==> src/rtl/tile_pkg.sv <==
// Shared definitions for the tile renderer: draw modes, fixed colours,
// FSM state encoding and a board-extent helper for configuration checks.
package tile_pkg;

    localparam logic [1:0] MODE_LIT    = 2'b00;
    localparam logic [1:0] MODE_ERASE  = 2'b01;
    localparam logic [1:0] MODE_HILITE = 2'b10;

    localparam logic [2:0] COL_BLACK = 3'b000;
    localparam logic [2:0] COL_WHITE = 3'b111;

    typedef enum logic [1:0] {
        ST_IDLE = 2'd0,
        ST_DRAW = 2'd1,
        ST_DONE = 2'd2
    } state_e;

    // Far edge (exclusive) of the board along one axis.
    function automatic int board_extent(int n, int size, int gap, int origin);
        return origin + n * size + (n - 1) * gap;
    endfunction

endpackage

==> src/rtl/tile_coord.sv <==
// Combinational tile lookup: tile index + mode -> top-left pixel, colour and
// a range flag. Also used by the board-clear logic.
module tile_coord
    import tile_pkg::*;
#(
    parameter int GRID_COLS = 2,
    parameter int GRID_ROWS = 2,
    parameter int TILE_SIZE = 8,
    parameter int GAP       = 0,
    parameter int X_ORIGIN  = 0,
    parameter int Y_ORIGIN  = 0,
    parameter int TW        = 2
) (
    input  logic [TW-1:0] tile_i,
    input  logic [1:0]    mode_i,
    output logic [8:0]    bx_o,
    output logic [7:0]    by_o,
    output logic [2:0]    colour_o,
    output logic          in_range_o
);

    localparam logic [31:0] COLS  = 32'(GRID_COLS);
    localparam logic [31:0] PITCH = 32'(TILE_SIZE + GAP);
    localparam logic [31:0] XO    = 32'(X_ORIGIN);
    localparam logic [31:0] YO    = 32'(Y_ORIGIN);
    localparam logic [31:0] NT    = 32'(GRID_COLS * GRID_ROWS);

    assign bx_o       = 9'(XO + (32'(tile_i) % COLS) * PITCH);
    assign by_o       = 8'(YO + (32'(tile_i) / COLS) * PITCH);
    assign in_range_o = 32'(tile_i) < NT;

    // Lit tiles cycle through the seven non-black colours; 11 falls back to lit.
    always_comb begin
        colour_o = 3'((32'(tile_i) % 32'd7) + 32'd1);
        case (mode_i)
            MODE_ERASE:  colour_o = COL_BLACK;
            MODE_HILITE: colour_o = COL_WHITE;
            default:     ;
        endcase
    end

endmodule

==> src/rtl/tile_painter.sv <==
// Tile renderer: on an accepted start, sweeps every pixel of one tile in
// raster order (dx fastest), one registered plot per cycle, then pulses done.
module tile_painter
    import tile_pkg::*;
#(
    parameter int GRID_COLS = 2,
    parameter int GRID_ROWS = 2,
    parameter int TILE_SIZE = 8,
    parameter int GAP       = 0,
    parameter int X_ORIGIN  = 0,
    parameter int Y_ORIGIN  = 0,
    localparam int NUM_TILES = GRID_COLS * GRID_ROWS,
    localparam int TW        = (NUM_TILES > 1) ? $clog2(NUM_TILES) : 1
) (
    input  logic          clk,
    input  logic          reset,
    input  logic          start,
    input  logic [TW-1:0] tile,
    input  logic [1:0]    mode,
    output logic          ready,
    output logic          plot,
    output logic [7:0]    x,
    output logic [6:0]    y,
    output logic [2:0]    colour,
    output logic          done
);

    localparam int CW = (TILE_SIZE > 1) ? $clog2(TILE_SIZE) : 1;
    localparam logic [CW-1:0] LAST = CW'(TILE_SIZE - 1);
    localparam int BOARD_W = board_extent(GRID_COLS, TILE_SIZE, GAP, X_ORIGIN);
    localparam int BOARD_H = board_extent(GRID_ROWS, TILE_SIZE, GAP, Y_ORIGIN);

    if (BOARD_W > 160 || BOARD_H > 120) begin : g_board_too_big
        $error("tile_painter: board %0dx%0d exceeds 160x120", BOARD_W, BOARD_H);
    end

    state_e        state_q, state_d;
    logic [8:0]    bx_q, bx_d;
    logic [7:0]    by_q, by_d;
    logic [CW-1:0] dx_q, dx_d, dy_q, dy_d;
    logic          plot_q, plot_d, done_q, done_d;
    logic [7:0]    x_q, x_d;
    logic [6:0]    y_q, y_d;
    logic [2:0]    colour_q, colour_d;

    logic [8:0]    c_bx;
    logic [7:0]    c_by;
    logic [2:0]    c_colour;
    logic          c_in_range;
    logic          last_px;

    tile_coord #(
        .GRID_COLS(GRID_COLS), .GRID_ROWS(GRID_ROWS), .TILE_SIZE(TILE_SIZE),
        .GAP(GAP), .X_ORIGIN(X_ORIGIN), .Y_ORIGIN(Y_ORIGIN), .TW(TW)
    ) u_coord (
        .tile_i    (tile),
        .mode_i    (mode),
        .bx_o      (c_bx),
        .by_o      (c_by),
        .colour_o  (c_colour),
        .in_range_o(c_in_range)
    );

    assign last_px = (dx_q == LAST) && (dy_q == LAST);

    // State register.
    always_ff @(posedge clk) begin
        if (reset) state_q <= ST_IDLE;
        else       state_q <= state_d;
    end

    // Next-state: out-of-range tiles skip straight to DONE.
    always_comb begin
        state_d = state_q;
        case (state_q)
            ST_IDLE: if (start) state_d = c_in_range ? ST_DRAW : ST_DONE;
            ST_DRAW: if (last_px) state_d = ST_DONE;
            ST_DONE: state_d = ST_IDLE;
            default: state_d = ST_IDLE;
        endcase
    end

    // Datapath next values; x/y/colour hold whenever nothing is plotted.
    always_comb begin
        bx_d     = bx_q;
        by_d     = by_q;
        dx_d     = dx_q;
        dy_d     = dy_q;
        plot_d   = 1'b0;
        done_d   = 1'b0;
        x_d      = x_q;
        y_d      = y_q;
        colour_d = colour_q;
        case (state_q)
            ST_IDLE: begin
                if (start) begin
                    dx_d = '0;
                    dy_d = '0;
                    if (c_in_range) begin
                        bx_d     = c_bx;
                        by_d     = c_by;
                        colour_d = c_colour;
                        plot_d   = 1'b1;
                        x_d      = c_bx[7:0];
                        y_d      = c_by[6:0];
                    end else begin
                        done_d = 1'b1;
                    end
                end
            end
            ST_DRAW: begin
                if (last_px) begin
                    done_d = 1'b1;
                end else begin
                    plot_d = 1'b1;
                    if (dx_q == LAST) begin
                        dx_d = '0;
                        dy_d = dy_q + CW'(1);
                    end else begin
                        dx_d = dx_q + CW'(1);
                    end
                    x_d = 8'(bx_q + 9'(dx_d));
                    y_d = 7'(by_q + 8'(dy_d));
                end
            end
            default: ;
        endcase
    end

    // Output and datapath registers.
    always_ff @(posedge clk) begin
        if (reset) begin
            bx_q     <= '0;
            by_q     <= '0;
            dx_q     <= '0;
            dy_q     <= '0;
            plot_q   <= 1'b0;
            done_q   <= 1'b0;
            x_q      <= '0;
            y_q      <= '0;
            colour_q <= COL_BLACK;
        end else begin
            bx_q     <= bx_d;
            by_q     <= by_d;
            dx_q     <= dx_d;
            dy_q     <= dy_d;
            plot_q   <= plot_d;
            done_q   <= done_d;
            x_q      <= x_d;
            y_q      <= y_d;
            colour_q <= colour_d;
        end
    end

    assign ready  = (state_q == ST_IDLE);
    assign plot   = plot_q;
    assign done   = done_q;
    assign x      = x_q;
    assign y      = y_q;
    assign colour = colour_q;

endmodule

==> config.mk <==
export PLATFORM = sky130hd
export DESIGN_NAME = tile_painter
export DESIGN_NICKNAME = d
export VERILOG_FILES = /design/src/rtl/tile_pkg.sv /design/src/rtl/tile_coord.sv /design/src/rtl/tile_painter.sv
export SDC_FILE = /design/constraint.sdc
export NUM_CORES = 1
export LEC_CHECK = 0
export ABC_CLOCK_PERIOD_IN_PS = 2300
export BUFFER_PORTS_ARGS = -buffer_cell sky130_fd_sc_hd__buf_2
export CAP_MARGIN = 30
export CORE_MARGIN = 10
export CORE_UTILIZATION = 52
export CTS_CLUSTER_DIAMETER = 100
export CTS_CLUSTER_SIZE = 30
export DETAILED_ROUTE_END_ITERATION = 16
export HOLD_SLACK_MARGIN = 0.05
export MAX_ROUTING_LAYER = met4
export PLACE_DENSITY = 0.81
export SLEW_MARGIN = 20
export SYNTH_ARGS = -nofsm -noshare
export SYNTH_HDL_FRONTEND = slang
export SYNTH_SLANG_ARGS = --single-unit
export TNS_END_PERCENT = 1
==> constraint.sdc <==
create_clock -name clk -period 2.3 [get_ports clk]
set_clock_uncertainty 0.15 [all_clocks]
set_input_delay 0.46 -clock clk [delete_from_list [all_inputs] [get_ports clk]]
set_output_delay 0.46 -clock clk [all_outputs]
set_load 0.01 [all_outputs]
# Yosys cells after proc, flatten, opt, wreduce, memory -nomap -nowiden
# Index checks and enable logic that the tools add are counted.
# totals
ff_bits	30
out_inout_bits	21
wordCells	57
# classes
addsub	5
div	1
eq_ne	8
muxes	25
n_bitwise	1
reduce_logical	7
# ops
op	count
$mod A2 B3 Y32 const B	1
$mux W3	9
$pmux W3 S2	3
$mux W8	2
$pmux W8 S2	1
$mux W7	2
$pmux W7 S2	1
$add A4 B3 Y5	2
$add A3 B1 Y3 const B	3
$eq A3 B3 Y1 const B	2
$ne A2 B2 Y1 const B	3
$eq A2 B1 Y1 const B	2
$mux W2	2
$pmux W2 S2	1
$reduce_and A2 Y1	2
$mux W1	3
$reduce_and A3 Y1	1
$eq A2 B2 Y1 const B	1
$logic_not A2 Y1	1
$pmux W1 S2	1
$reduce_bool A2 Y1	1
$reduce_or A2 Y1	1
$logic_and A1 B1 Y1	1
$not A1 Y1	1

# Logic depth before layout (Yosys ltp)
# depth
word_depth	7
depth_mapped	5
mapped_depth_nobuf	5

# Hierarchy
# A second synthesis with hierarchy kept.
# unflattened
cells_unflattened	290
hier_area_um2	2343.5
# modules_own_cells
module	instances	cells_per_inst	area_each_um2
tile_painter	1	260	2135.8
tile_coord	1	30	207.7

# Worst setup path after synthesis
# OpenSTA, ideal clock, no wires.
# synth_timing
path_type	register -> register
start	reg dx_q[0]
end	reg x_q[2], in the netlist x[2]
setup_ns	0.131
arrival_ns	1.280
slack_ns	0.739
path_stages_with_launch	6
n_path_buf	0
cell_sequence	dfxtp_1 > ha_1 > ha_1 > and3_1 > o311ai_1 > o41ai_1
# synth_between
elab_chain_cells	7
elab_cells_between_ends	11
cone_classes	add/sub: 2; eq/ne: 2; mux: 5; reduce/logical: 2
# synth_rtl
item	line	text
from (decl)	tile_painter.sv:40	logic [CW-1:0] dx_q, dx_d, dy_q, dy_d;
from (signal assigned)	tile_painter.sv:135	dx_q <= '0;
from (signal assigned)	tile_painter.sv:145	dx_q <= dx_d;
$add A3 B1 Y3 or $eq A3 B3 Y1 (tied branches)	tile_painter.sv:120, tile_painter.sv:64, tile_painter.sv:116	
$mux W3	tile_painter.sv:116	if (dx_q == LAST) begin
$mux W3	tile_painter.sv:112	if (last_px) begin
$mux W3	tile_painter.sv:94	case (state_q)
$add A4 B3 Y5	tile_painter.sv:122	x_d = 8'(bx_q + 9'(dx_d));
$mux W8	tile_painter.sv:112	
$pmux W8 S2	tile_painter.sv:94	
to (signal assigned)	tile_painter.sv:139	x_q <= '0;
to (signal assigned)	tile_painter.sv:149	x_q <= x_d;
to (decl)	tile_painter.sv:42	logic [7:0] x_q, x_d;
# Several ways; a longest one is shown, not always the timed one. The select of a mux whose other input is x is not followed.
# A chain may end at the register's enable or synchronous reset.

# Worst setup path after layout
# layout_timing
start	reg state_q[0]
end	out ready
# layout_between
elab_chain_cells	1
# layout_rtl
item	line	text
from (decl)	tile_painter.sv:37	state_e state_q, state_d;
from (signal assigned)	tile_painter.sv:69	else state_q <= state_d;
$logic_not A2 Y1	tile_painter.sv:155	assign ready = (state_q == ST_IDLE);
to (decl)	tile_painter.sv:20	output logic ready,
# Every way passes these cells.

==> flow_metrics.env <==
export IMPL_wl_met3_um=116
export IMPL_final_common_cell="buf_2"
export IMPL_antenna_cells=0
export IMPL_start_kind="flop"
export IMPL_wl_per_cell_um=14.3
export IMPL_fin_cells=128
export IMPL_finalSetupViolCount=0
export IMPL_die_w_um=60.8
export IMPL_clkSinkCount=17
export IMPL_wl_met1_um=772
export IMPL_drt_iter0_markers=5
export IMPL_rsz0062_at_grt="no"
export IMPL_die_h_um=60.8
export IMPL_crit_path_max_incr_delay_ns=0.52
export IMPL_synth_area_um2=866
export IMPL_hp_class="primary input to flop"
export IMPL_cts_resized=0
export IMPL_port_buffers=20
export IMPL_status="finished, final reports clean"
export IMPL_cp_slowest_cell="dfxtp_1"
export IMPL_fin_setup_tns_ns=0
export IMPL_min_period_over_period_pct=71.2
export IMPL_hold_path_startpoint="tile[1]"
export IMPL_final_hold_violation_count=0
export IMPL_place_inst=124
export IMPL_gp_congestion=0.860
export IMPL_reg2reg_to="x[2]$_SDFFE_PP0P_"
export IMPL_synthCells=94
export IMPL_grt_pass1_vias=701
export IMPL_whs_endpoint="by_q[3]$_SDFFE_PP0P_"
export IMPL_ir_drop_uv=343
export IMPL_drtAntennaViolNets=0
export IMPL_cts_buffers=3
export IMPL_report_final_slew_viol_count=0
export IMPL_post_cts_buffers=0
export IMPL_grt_first_pass_wirelength_mm=3.05
export IMPL_core_area_um2=1540
export IMPL_r2r_slack_ns=0.67
export IMPL_final_cell_mix="buf_2 (20), dfxtp_1 (17), nand2_1 (8)"
export IMPL_hold_ws_ns=0.276
export IMPL_cap_violations=0
export IMPL_dpl_hpwl_mm=1.46
export IMPL_worstSetupStartpoint="state_q[0]$_SDFFE_PP0P_"
export IMPL_period_needed_ns=1.64
export IMPL_crit_chain="nor2_1, buf_2"
export IMPL_place_area_um2=921
export IMPL_via_per_inst=5.48
export IMPL_total_power_mw=0.558
export IMPL_dr_pass1_iters=4
export IMPL_crit_arrival_ns=1.03
export IMPL_grt_max_degree=19
export IMPL_max_freq_mhz=611
export IMPL_clock_latency_ns=0.29
export IMPL_synth_seq_cells=17
export IMPL_grt_usage_pct=11.1
export IMPL_fp_dieArea_um2=3700
export IMPL_critical_path_max_fanout=10
export IMPL_initial_core_util_pct=56.2
export IMPL_clk_path_buf_depth=2
export IMPL_min_path_cells=3
export IMPL_fin_area_um2=947
export IMPL_ios=28
export IMPL_wl_mm=1.83
export IMPL_clkTransAtPathRegs_ns=0.09
export IMPL_placementRows=14
export IMPL_gr_total_overflow=0
export IMPL_required_ns=1.69
export IMPL_drive_above_1_share_pct=25.9
export IMPL_crit_type="flop to output pin"
export IMPL_synthToLayoutAreaGrowth_pct=9.39
export IMPL_r2r_start="dx_q[0]$_SDFFE_PP0P_"
export IMPL_power_density_nw_per_um2=589
export IMPL_ys_types=31
export IMPL_htreeDepth=1
export IMPL_avgSynthCellArea_um2=9.21
export IMPL_drc_errors=0
export IMPL_end_kind="output pin"
export IMPL_vias=701
export IMPL_nets=126
export IMPL_antenna_found_initial=0
export IMPL_wl_met2_um=902
export IMPL_ys_seq_area_share_pct=39.3
export IMPL_r2r_cells=5
export IMPL_yosysWarnings=0
export IMPL_cts_hold_repair_buffers=0
export IMPL_cts_tree="done"
export IMPL_power_leakage_nw=0.448
export IMPL_cts_root_buf="clkbuf_4"
export IMPL_routed_top_layer="met4"
-- layout make-up --
cell class | instances | area (µm²)
Clock buffer | 4 | 26.3
Tap cell | 16 | 20.0
Timing Repair Buffer | 20 | 100
Multi-Input combinational cell | 68 | 449
Fill cell | 157 | 594
Inverter | 3 | 11.3
Sequential cell | 17 | 340
-- registers in the layout, indices dropped and copies added, names as in the netlist --
name	cells
by_q	1
state_q	2
plot	1
done	1
dx_q	2
bx_q	1
colour	3
y	2
dy_q	2
x	2
-- through the flow --
step,utilization [%],setup WS (ns)
floorplan,-,0.739
global placement,59.7,0.665
detailed placement,59.7,0.648
CTS,61.4,0.656
global route,61.4,0.588
finish,61.4,0.662
-- metal layers --
layer / global-route usage (%) / up-vias
li1: - / 354
met3: 3.34 / 5
met1: 11.3 / 326
met5: - / -
met2: 17.9 / 16
met4: 7.21 / 0
-- worst max-delay path, delay by kind of cell, from the launching register on --
family,cells,cell delay (ns)
flip-flops,1,0.52
AND/OR/NAND/NOR,1,0.08
buffers and inverters,1,0.14
-- where the power goes --
part / internal [mW] / switching, mW / total [mW]
logic: 0.0335 / 0.0510 / 0.0845
registers: 0.308 / 0.00950 / 0.317
clock network: 0.0675 / 0.0884 / 0.156
-- worst max path at each step --
| stage | slack, ns | endpoint |
|---|---|---|
| floorplan | 0.74 | x[2]$_SDFFE_PP0P_ |
| global placement | 0.67 | colour[1]$_SDFFE_PP0P_ |
| detailed placement | 0.65 | colour[1]$_SDFFE_PP0P_ |
| CTS | 0.66 | ready |
| global route | 0.59 | y[3]$_SDFFE_PP0P_ |
| finish | 0.66 | ready |
-- kinds of logic (layout without fill, tap and decap cells) --
family,after synthesis,in the layout,share of synthesized area (%)
buffers and inverters,15,27,11.4
DFF,17,17,39.3
adders and majority gates,6,6,8.67
other,1,7,0.433
and+or+nand+nor,37,37,24.0
AOI/OAI and AO/OA,16,16,13.9
muxes,2,2,2.31
-- cell usage after synthesis --
| cell | n | area [µm²] |
|---|---|---|
| clkbuf_1 | 1 | 3.75 |
| inv_1 | 3 | 11.3 |
| conb_1 | 1 | 3.75 |
| buf_6 | 2 | 22.5 |
| buf_4 | 7 | 52.6 |
| nand3_1 | 4 | 20.0 |
| a21oi_1 | 7 | 35.0 |
| a211oi_2 | 2 | 25.0 |
| ha_1 | 6 | 75.1 |
| nor3_2 | 1 | 10.0 |
| nand2b_1 | 2 | 12.5 |
| o21ba_2 | 1 | 10.0 |
| buf_1 | 1 | 3.75 |
| a211oi_1 | 2 | 15.0 |
| nand2_1 | 8 | 30.0 |
| dfxtp_1 | 17 | 340 |
| o41ai_1 | 1 | 8.76 |
| and3_1 | 1 | 6.26 |
| buf_2 | 1 | 5.00 |
| and4bb_2 | 1 | 12.5 |
| nor3_1 | 6 | 30.0 |
| nor2_1 | 7 | 26.3 |
| a31o_1 | 2 | 17.5 |
| nor2b_1 | 2 | 12.5 |
| nor3b_2 | 1 | 12.5 |
| nor4_1 | 1 | 6.26 |
| nor4b_1 | 1 | 8.76 |
| nand4bb_1 | 1 | 11.3 |
| or3b_1 | 1 | 8.76 |
| mux2i_1 | 2 | 20.0 |
| o311ai_1 | 1 | 8.76 |
(Power assumes the default switching activity.)
